## config.mk

```make
export PLATFORM = sky130hd
export DESIGN_NAME = line_sequencer
export DESIGN_NICKNAME = d
export VERILOG_FILES = /design/src/rtl/line_pkg.sv /design/src/rtl/screen_clear_counter.sv /design/src/rtl/line_sequencer.sv
export SDC_FILE = /design/constraint.sdc
export NUM_CORES = 1
export LEC_CHECK = 0
export CORE_UTILIZATION = 45
export DETAILED_ROUTE_END_ITERATION = 10
export HOLD_SLACK_MARGIN = 0.06
export PLACE_DENSITY = 0.84
export SYNTH_ARGS = -nofsm -noshare
export SYNTH_HDL_FRONTEND = slang
export SYNTH_SLANG_ARGS = --single-unit
```

## constraint.sdc

```tcl
create_clock -name clk -period 2.45 [get_ports clk]
set_clock_uncertainty 0.2 [all_clocks]
set_input_delay 0.245 -clock clk [delete_from_list [all_inputs] [get_ports clk]]
set_output_delay 0.245 -clock clk [all_outputs]
set_load 0.02 [all_outputs]
```

## src/rtl/line_pkg.sv

```systemverilog
// Shared types for the line sequencer: state encoding, line endpoint record and the fixed line table.
// Pure declarations; no latency or backpressure of its own.
package line_pkg;

  localparam int X_W       = 10;
  localparam int Y_W       = 9;
  localparam int TABLE_LEN = 6;

  typedef enum logic [2:0] {
    IDLE,
    CLEAR,
    LOAD,
    DRAW,
    DONE
  } seq_state_t;

  typedef struct packed {
    logic [X_W-1:0] x0;
    logic [Y_W-1:0] y0;
    logic [X_W-1:0] x1;
    logic [Y_W-1:0] y1;
  } line_t;

  // Stored unclipped; y=480 lies below the screen and is dropped at the write port.
  localparam line_t LINE_TABLE [TABLE_LEN] = '{
    '{x0: 10'd160, y0: 9'd240, x1: 10'd480, y1: 9'd240},
    '{x0: 10'd320, y0: 9'd120, x1: 10'd320, y1: 9'd360},
    '{x0: 10'd240, y0: 9'd240, x1: 10'd480, y1: 9'd480},
    '{x0: 10'd240, y0: 9'd480, x1: 10'd480, y1: 9'd240},
    '{x0: 10'd0,   y0: 9'd0,   x1: 10'd240, y1: 9'd480},
    '{x0: 10'd0,   y0: 9'd0,   x1: 10'd480, y1: 9'd240}
  };

  // Indices beyond the stored table read back as a zero-length line at the origin.
  function automatic line_t table_entry(input logic [3:0] idx);
    line_t r;
    r = '0;
    for (int i = 0; i < TABLE_LEN; i++) begin
      if (idx == 4'(i)) r = LINE_TABLE[i];
    end
    return r;
  endfunction

endpackage

```

## src/rtl/screen_clear_counter.sv

```systemverilog
// Raster x/y walker over the visible screen; position advances one step per enabled cycle.
// Latency: position is registered, last is combinational from it; no backpressure beyond en.
module screen_clear_counter
  import line_pkg::*;
#(
  parameter int SCREEN_W = 640,
  parameter int SCREEN_H = 480
) (
  input  logic           clk,
  input  logic           reset_n,
  input  logic           clr,
  input  logic           en,
  output logic [X_W-1:0] x,
  output logic [Y_W-1:0] y,
  output logic           last
);

  localparam logic [X_W-1:0] X_MAX = X_W'(SCREEN_W - 1);
  localparam logic [Y_W-1:0] Y_MAX = Y_W'(SCREEN_H - 1);

  logic x_wrap;

  assign x_wrap = (x == X_MAX);
  assign last   = x_wrap && (y == Y_MAX);

  always_ff @(posedge clk or negedge reset_n) begin
    if (!reset_n) begin
      x <= '0;
      y <= '0;
    end else if (clr) begin
      x <= '0;
      y <= '0;
    end else if (en) begin
      if (x_wrap) begin
        x <= '0;
        y <= last ? '0 : y + 1'b1;
      end else begin
        x <= x + 1'b1;
      end
    end
  end

endmodule

```

## src/rtl/line_sequencer.sv

```systemverilog
// Runs an optional screen clear, then hands each table line to the drawer and forwards its pixels, clipped.
// Latency: endpoints/line_start one cycle after LOAD, pixels pass through combinationally; waits on line_done.
module line_sequencer
  import line_pkg::*;
#(
  parameter int NUM_LINES = 6,
  parameter int SCREEN_W  = 640,
  parameter int SCREEN_H  = 480
) (
  input  logic       clk,
  input  logic       reset_n,
  input  logic       start,
  input  logic       clear_first,
  output logic [9:0] x0,
  output logic [8:0] y0,
  output logic [9:0] x1,
  output logic [8:0] y1,
  output logic       line_start,
  input  logic [9:0] drw_x,
  input  logic [8:0] drw_y,
  input  logic       drw_valid,
  input  logic       line_done,
  output logic [9:0] fb_x,
  output logic [8:0] fb_y,
  output logic       fb_write,
  output logic       fb_color,
  output logic [3:0] line_idx,
  output logic       busy,
  output logic       done
);

  localparam logic [3:0]     LAST_IDX = 4'(NUM_LINES - 1);
  localparam logic [X_W-1:0] X_LIM    = X_W'(SCREEN_W);
  localparam logic [Y_W-1:0] Y_LIM    = Y_W'(SCREEN_H);

  seq_state_t     state, state_nxt;
  logic [X_W-1:0] clr_x;
  logic [Y_W-1:0] clr_y;
  logic           clr_last;
  logic           clr_hold;
  logic           clr_en;
  line_t          entry;

  // Counter is parked at the origin whenever no sweep is in progress.
  assign clr_hold = (state != CLEAR);
  assign clr_en   = (state == CLEAR);
  assign entry    = table_entry(line_idx);

  screen_clear_counter #(
    .SCREEN_W(SCREEN_W),
    .SCREEN_H(SCREEN_H)
  ) u_clear (
    .clk    (clk),
    .reset_n(reset_n),
    .clr    (clr_hold),
    .en     (clr_en),
    .x      (clr_x),
    .y      (clr_y),
    .last   (clr_last)
  );

  always_ff @(posedge clk or negedge reset_n) begin
    if (!reset_n) state <= IDLE;
    else          state <= state_nxt;
  end

  always_comb begin
    state_nxt = state;
    fb_x      = '0;
    fb_y      = '0;
    fb_write  = 1'b0;
    fb_color  = 1'b0;
    busy      = (state != IDLE);
    done      = 1'b0;
    case (state)
      IDLE: begin
        if (start) state_nxt = clear_first ? CLEAR : LOAD;
      end
      CLEAR: begin
        fb_x     = clr_x;
        fb_y     = clr_y;
        fb_write = 1'b1;
        if (clr_last) state_nxt = LOAD;
      end
      LOAD: state_nxt = DRAW;
      DRAW: begin
        fb_x     = drw_x;
        fb_y     = drw_y;
        fb_color = 1'b1;
        fb_write = drw_valid && (drw_x < X_LIM) && (drw_y < Y_LIM);
        if (line_done) state_nxt = (line_idx == LAST_IDX) ? DONE : LOAD;
      end
      DONE: begin
        done      = 1'b1;
        state_nxt = IDLE;
      end
      default: state_nxt = IDLE;
    endcase
  end

  always_ff @(posedge clk or negedge reset_n) begin
    if (!reset_n) begin
      x0         <= '0;
      y0         <= '0;
      x1         <= '0;
      y1         <= '0;
      line_start <= 1'b0;
      line_idx   <= '0;
    end else begin
      line_start <= (state == LOAD);
      if (state == LOAD) begin
        x0 <= entry.x0;
        y0 <= entry.y0;
        x1 <= entry.x1;
        y1 <= entry.y1;
      end
      if (state == IDLE && start) begin
        line_idx <= '0;
      end else if (state == DRAW && line_done && line_idx != LAST_IDX) begin
        line_idx <= line_idx + 4'd1;
      end
    end
  end

endmodule

```

After elaboration in Yosys (flattened, before gate mapping)
Cells that the tools add are included.

Register bits after elaboration: 65. ROM bits: 0. Latch bits: 0. Bits of input ports: 25. Memories kept: 0. Memory bits (writable): 0.

Multiply operators: 0. Order comparisons: 2. Reductions and logical operators: 14. Shifts and indexed selects: 0. Bitwise logic cells: 0. Eq/ne operators: 16. Divide/modulo/power cells: 0. Mux-type cells: 26. Add/sub/neg operators: 3.

Operator list (number): $mux 38 (3); $mux 37 (2); $mux 36 (1); $mux 9 (4); $mux 10 (3); $pmux 10 s2 (1); $pmux 9 s2 (1); $mux 3 (4); $pmux 3 s4 (1); $add 10x1->10 const B (1); $eq 10x10->1 const B (1); $lt 10x10->1 const B (1); $add 9x1->9 const B (1); $eq 9x9->1 const B (1); $lt 9x9->1 const B (1); $eq 4x2->1 const B (2); $eq 4x3->1 const B (2); $mux 4 (2); $eq 3x2->1 const B (2); $logic_and 1x1->1 (6); $reduce_bool 2->1 (3); $add 4x1->4 const B (1); $eq 4x1->1 const B (1); $logic_not 4->1 (1); 13 further kinds (15).

Depth between registers and ports, before layout
Depth in word-level cells: 7. Depth in mapped cells: 7. Gate-level depth less buffers: 6.

Cells and area by module
Synthesis repeated with hierarchy kept, for this count alone.

Cell total of the unflattened synthesis: 291. Area, all modules: 2648.8 µm².

Modules (own cells, without submodules): line_sequencer (cells an instance 184, times used 1, area an instance 1591.5 µm², sequential area each 525.5 µm²); screen_clear_counter (cells an instance 107, times used 1, area an instance 1057.3 µm², sequential area each 475.5 µm²).

Worst setup path before layout
OpenSTA, ideal clock, no wires.

Path kind: flip-flop to flip-flop. Start point: register line_idx[1]. End point: register line_idx[3]. Data arrival time: 1.768 ns. Setup time: 0.077 ns. Path slack: 0.405 ns. Stages on the path, launching flop included: 8. Required time: 2.173 ns. Cell sequence: dfrtp_1 inv_1 ha_1 clkbuf_1 nand3b_1 nand3_1 or3_1 a21oi_1.

Longest elaborated chain between the ends: 3.

Ends and longest elaborated chain: from (decl) (RTL line line_sequencer.sv:27) `output logic [3:0] line_idx,`; from (signal assigned) (RTL line line_sequencer.sv:120) `line_idx <= line_idx + 4'd1;`; $add 4x1->4 / $ne 4x3->1 (equally long branches) (RTL line line_sequencer.sv:120, line_sequencer.sv:119); $mux 4 / $logic_and 1x1->1 (equally long branches) (RTL line line_sequencer.sv:119) `end else if (state == DRAW && line_done && line_idx != LAST_IDX) begin`; $mux 4 / $reduce_bool 2->1 (equally long branches).

Parallel ways exist; a longest one is shown, timed or not. The select of a mux whose other input is x is not followed. A chain may end at the register's enable or synchronous reset.

Worst setup path in the final report
Start point: register state[2]. End point: output port fb_y[3].

Longest elaborated chain between the ends: 2.

Ends and longest elaborated chain: from (decl) (RTL line line_sequencer.sv:36) `seq_state_t state, state_nxt;`; from (signal assigned) (RTL line line_sequencer.sv:64) `else state <= state_nxt;`; $eq 3x2->1 / $eq 3x1->1 (equally long branches) (RTL line line_sequencer.sv:75) `case (state)`; $pmux 9 s2 (*) (RTL line line_sequencer.sv:75); to (decl) (RTL line line_sequencer.sv:24) `output logic [8:0] fb_y,`.

Mark *: on every way between the ends. The rest lies on a longest branch, timed or not.

==> key figures <==
Timing
  • Final number of setup-violating endpoints: 0
  • Min Tclk post-route: 2.30 ns
  • Hold WS: 0.284 ns
  • Count of final hold-check violations: 0
  • Portion of the clock cycle consumed by the worst path in the final layout: 0.938
  • Unrepaired setup endpoints after global routing: false
  • Max-slew violation total from the final report: 0
  • Sum of negative setup slack: 0 ns
  • Peak Freq: 435 MHz
  • Worst-case headroom to the max-slew limit: 0.425
  • Fin worst setup slack: 0.152 ns
  • Slew at the pin with the worst max-slew slack: 0.862 ns

Layout
  • Final standard cell utilization of the core: 0.622
  • Number of antenna repair diodes: 0
  • Fillers: 461
  • Area of combinational cells with multiple inputs: 1190 µm²
  • Final design instance area without fill: 3220 µm²
  • Reg area: 1000 µm²
  • Share of layout cells above drive strength 1: 0.0602
  • Final #Nets: 362
  • Number of standard cells in the layout, taps in and fillers out: 402
  • Layout-stage area growth over the synthesis result: 32.2%

Worst setup path
  • Crit Path Category: reg -> out
  • Critical path arrival: 1.85 ns
  • Sort of element at the start of the critical path: flip-flop
  • Cells along the critical path: nand3b_1, inv_1, buf_12, nand2_1, o21ai_0, dlygate4sd2_1
  • Crit. End Element: output port
  • CP max stage delay: 0.46 ns
  • Required time of the critical path: 2.01 ns
  • Slowest cell on the critical path: sky130_fd_sc_hd__dfrtp_1
  • CP max FO: 21

GRT
  • Gr usage total: 0.215
  • Largest net degree at the start of global routing: 41
  • Number of antenna violations at the first check in global routing: 0
  • Via count of the first global-routing pass: 2029
  • Global route total overflow: 0
  • First-pass GRT wire length: 9140 µm

Die
  • Number of top-level design ports: 91
  • Starting density of the core: 0.470
  • Die outline height: 75.5 µm
  • Standard-cell row count: 26
  • Die width: 75.5 µm
  • Core area: 5170 µm²
  • DIE AREA: 5700 µm²

CTS
  • Number of buffers inserted during clock tree synthesis: 5
  • Clock Pin Slew Worst Setup and Hold Paths: 0.08 ns
  • Count of buffers added by post-CTS timing repair for setup: 0
  • CTS Buffer Depth: 2
  • CTS tree: built
  • Htree depth: 2
  • CTS root buffer: sky130_fd_sc_hd__clkbuf_8
  • Worst-Skew Late Latency: 0.30 ns
  • CTS sink cnt: 40

Placed design
  • HPWL after DPL: 4110 µm
  • Worst-case setup slack after placement: 0.199 ns
  • IO Port Bufs: 74
  • Total cell area at the placement stage: 3110 µm²
  • Routability cong.: 0.894
  • Cell count after placement: 393

Route
  • Average wire per cell in the routed design: 13.8 µm
  • Post-detailed-route count of antenna-violating nets: 0
  • Starting DRT DRC Count: 107
  • Vias per std cell: 5.43
  • Detailed-route via count: 2181
  • Number of optimization iterations in the first detailed-route pass: 4
  • DRC violation count after routing: 0
  • DRT Wirelength: 5530 µm

Synthesis
  • Flip-flop cell with the highest count after synthesis: sky130_fd_sc_hd__dfrtp_1
  • Post-synthesis area per instance: 8.98 µm²
  • Count of flip-flops with a built-in enable after synthesis: 0
  • Syn. warnings: 0
  • Most common cell in the netlist: sky130_fd_sc_hd__dfrtp_1
  • Most used standard cells in the synthesized netlist: sky130_fd_sc_hd__dfrtp_1 (40), sky130_fd_sc_hd__buf_4 (27), sky130_fd_sc_hd__nand2_1 (25)
  • Sequential cell area fraction in the yosys report: 0.412
  • Async S/R FF share, synth: 1.00
  • Number of distinct library cell variants in the gate-level netlist after synthesis: 41
  • Total standard cell area after synthesis: 2430 µm²
  • Yosys top cell by area: sky130_fd_sc_hd__dfrtp_1
  • Gate count after technology mapping: 271
  • Area share of the largest cell type after synthesis: 0.412
  • Count of state elements after synthesis: 40
  • Most area-consuming cells after synthesis: sky130_fd_sc_hd__dfrtp_1 (41%), sky130_fd_sc_hd__buf_4 (8.3%), sky130_fd_sc_hd__a22o_1 (6.5%), sky130_fd_sc_hd__nand2_1 (3.9%), sky130_fd_sc_hd__nor2_1 (3.5%)

Power and ir drop
  • Internal power contribution: 1.92 mW
  • Net load switching power: 1.42 mW
  • Clock share of power: 0.170
  • Overall power: 3.34 mW
  • Worst voltage drop across the vdd grid: 0.507 mV
  • Sequential fraction of design power: 0.282
  • Sw frac: 0.424
  • Leakage component of the power: 1.47 nW
  • Comb pwr share: 0.549
  • Total power divided by cell area: 1040 nW/µm²

Worst hold path
  • Hold Path Class: reg -> reg

Status
  • Run status: finished, final reports clean

Run
  • Number of max-cap violations: 0
==> per-layer routing <==
layer / routed length (µm) / vias to the layer above / share of wire / track usage
met3: 385 / 4 / 0.070 / 0.0595
met4: 66 / 0 / 0.012 / 0.0679
met1: 2460 / 1044 / 0.44 / 0.261
li1: - / 1037 / - / -
met2: 2620 / 96 / 0.47 / 0.370
met5: 0 / - / 0 / 0
==> path summary, 6_finish.rpt <==
path / slack [ns] / depth (start not counted) / to / from
min in group asynchronous: 0.39 / 2 / y0[3] / reset_n
max in group asynchronous: 1.11 / 2 / y1[8] / reset_n
worst min-delay path: 0.28 / 2 / x1[8] / x1[8]
worst max register to register: 0.19 / 5 / u_clear.y[5] / u_clear.x[0]
worst max-delay path: 0.15 / 6 / fb_y[3] / state[2]
worst min register to register: 0.28 / 2 / x1[8] / x1[8]
==> timing repair <==
item                                    4_1_cts  5_1_grt
endpoints found under the hold margin        40        0
hold buffers                                  1        0
gates resized for setup                      20        1
endpoints found under the setup margin       20        1
==> state kept, by name (all words and copies together), names as in the netlist <==
name	flops
line_idx	4
u_clear.x	10
line_start	1
x1	4
x0	3
state	3
u_clear.y	9
y1	2
y0	4
==> power groups by stage <==
stage / clock, mW / sequential (mW) / combinational, mW
CTS: 0.579 / 0.944 / 1.84
finish: 0.566 / 0.940 / 1.83
global route: 0.598 / 0.968 / 2.00
floorplan: 0 / 1.04 / 1.09
global placement: 0 / 0.946 / 1.87
detailed placement: 0 / 0.959 / 1.89
==> cell usage in the layout (no fill, tap or decap), types with 3 or more instances in the layout <==
master | netlist | final
sky130_fd_sc_hd__nor3_1 | 4 | 3
sky130_fd_sc_hd__dlygate4sd2_1 | 0 | 20
sky130_fd_sc_hd__dfrtp_1 | 40 | 40
sky130_fd_sc_hd__xnor2_1 | 3 | 3
sky130_fd_sc_hd__nand4_1 | 6 | 6
sky130_fd_sc_hd__mux2i_1 | 3 | 3
sky130_fd_sc_hd__a22o_1 | 18 | 18
sky130_fd_sc_hd__nand3b_1 | 4 | 4
sky130_fd_sc_hd__clkbuf_8 | 0 | 5
sky130_fd_sc_hd__or3_1 | 6 | 6
sky130_fd_sc_hd__inv_1 | 11 | 11
sky130_fd_sc_hd__or4_1 | 3 | 3
sky130_fd_sc_hd__conb_1 | 1 | 16
sky130_fd_sc_hd__o21ai_0 | 16 | 16
sky130_fd_sc_hd__ha_1 | 6 | 6
sky130_fd_sc_hd__clkdlybuf4s50_1 | 0 | 52
sky130_fd_sc_hd__xor2_1 | 8 | 8
sky130_fd_sc_hd__nand2_1 | 25 | 25
sky130_fd_sc_hd__nand3_1 | 10 | 10
sky130_fd_sc_hd__and3_1 | 3 | 3
sky130_fd_sc_hd__o31ai_1 | 9 | 9
sky130_fd_sc_hd__nor2_1 | 23 | 23
sky130_fd_sc_hd__a21oi_1 | 11 | 11
==> final cells by class <==
cell class / instances / area share
multi-input cells: 194 / 0.371
inverters: 11 / 0.0128
repair buffers: 79 / 0.242
clock buffers: 5 / 0.0214
well taps: 70 / 0.0272
clock inverters: 3 / 0.0144
flip-flops and latches: 40 / 0.311
==> kinds of logic (layout without fill, tap and decap cells) <==
| group | count (synthesis) | in the layout | share of synthesized area |
|---|---|---|---|
| simple gates | 94 | 94 | 0.197 |
| flops | 40 | 40 | 0.412 |
| other cells | 1 | 16 | 0.00154 |
| mux | 3 | 3 | 0.0123 |
| buf+inv | 52 | 98 | 0.123 |
| compound gates | 64 | 64 | 0.184 |
| fa+ha+maj | 6 | 6 | 0.0309 |
| xor+xnor | 11 | 11 | 0.0396 |
==> worst max-delay path, delay by kind of cell, from the launching register on <==
kind | cells | cell delay (ns)
buf+inv | 3 | 0.70
flops | 1 | 0.46
simple gates | 2 | 0.31
compound gates | 1 | 0.09
Note: power is estimated with default switching activity, not from simulation.
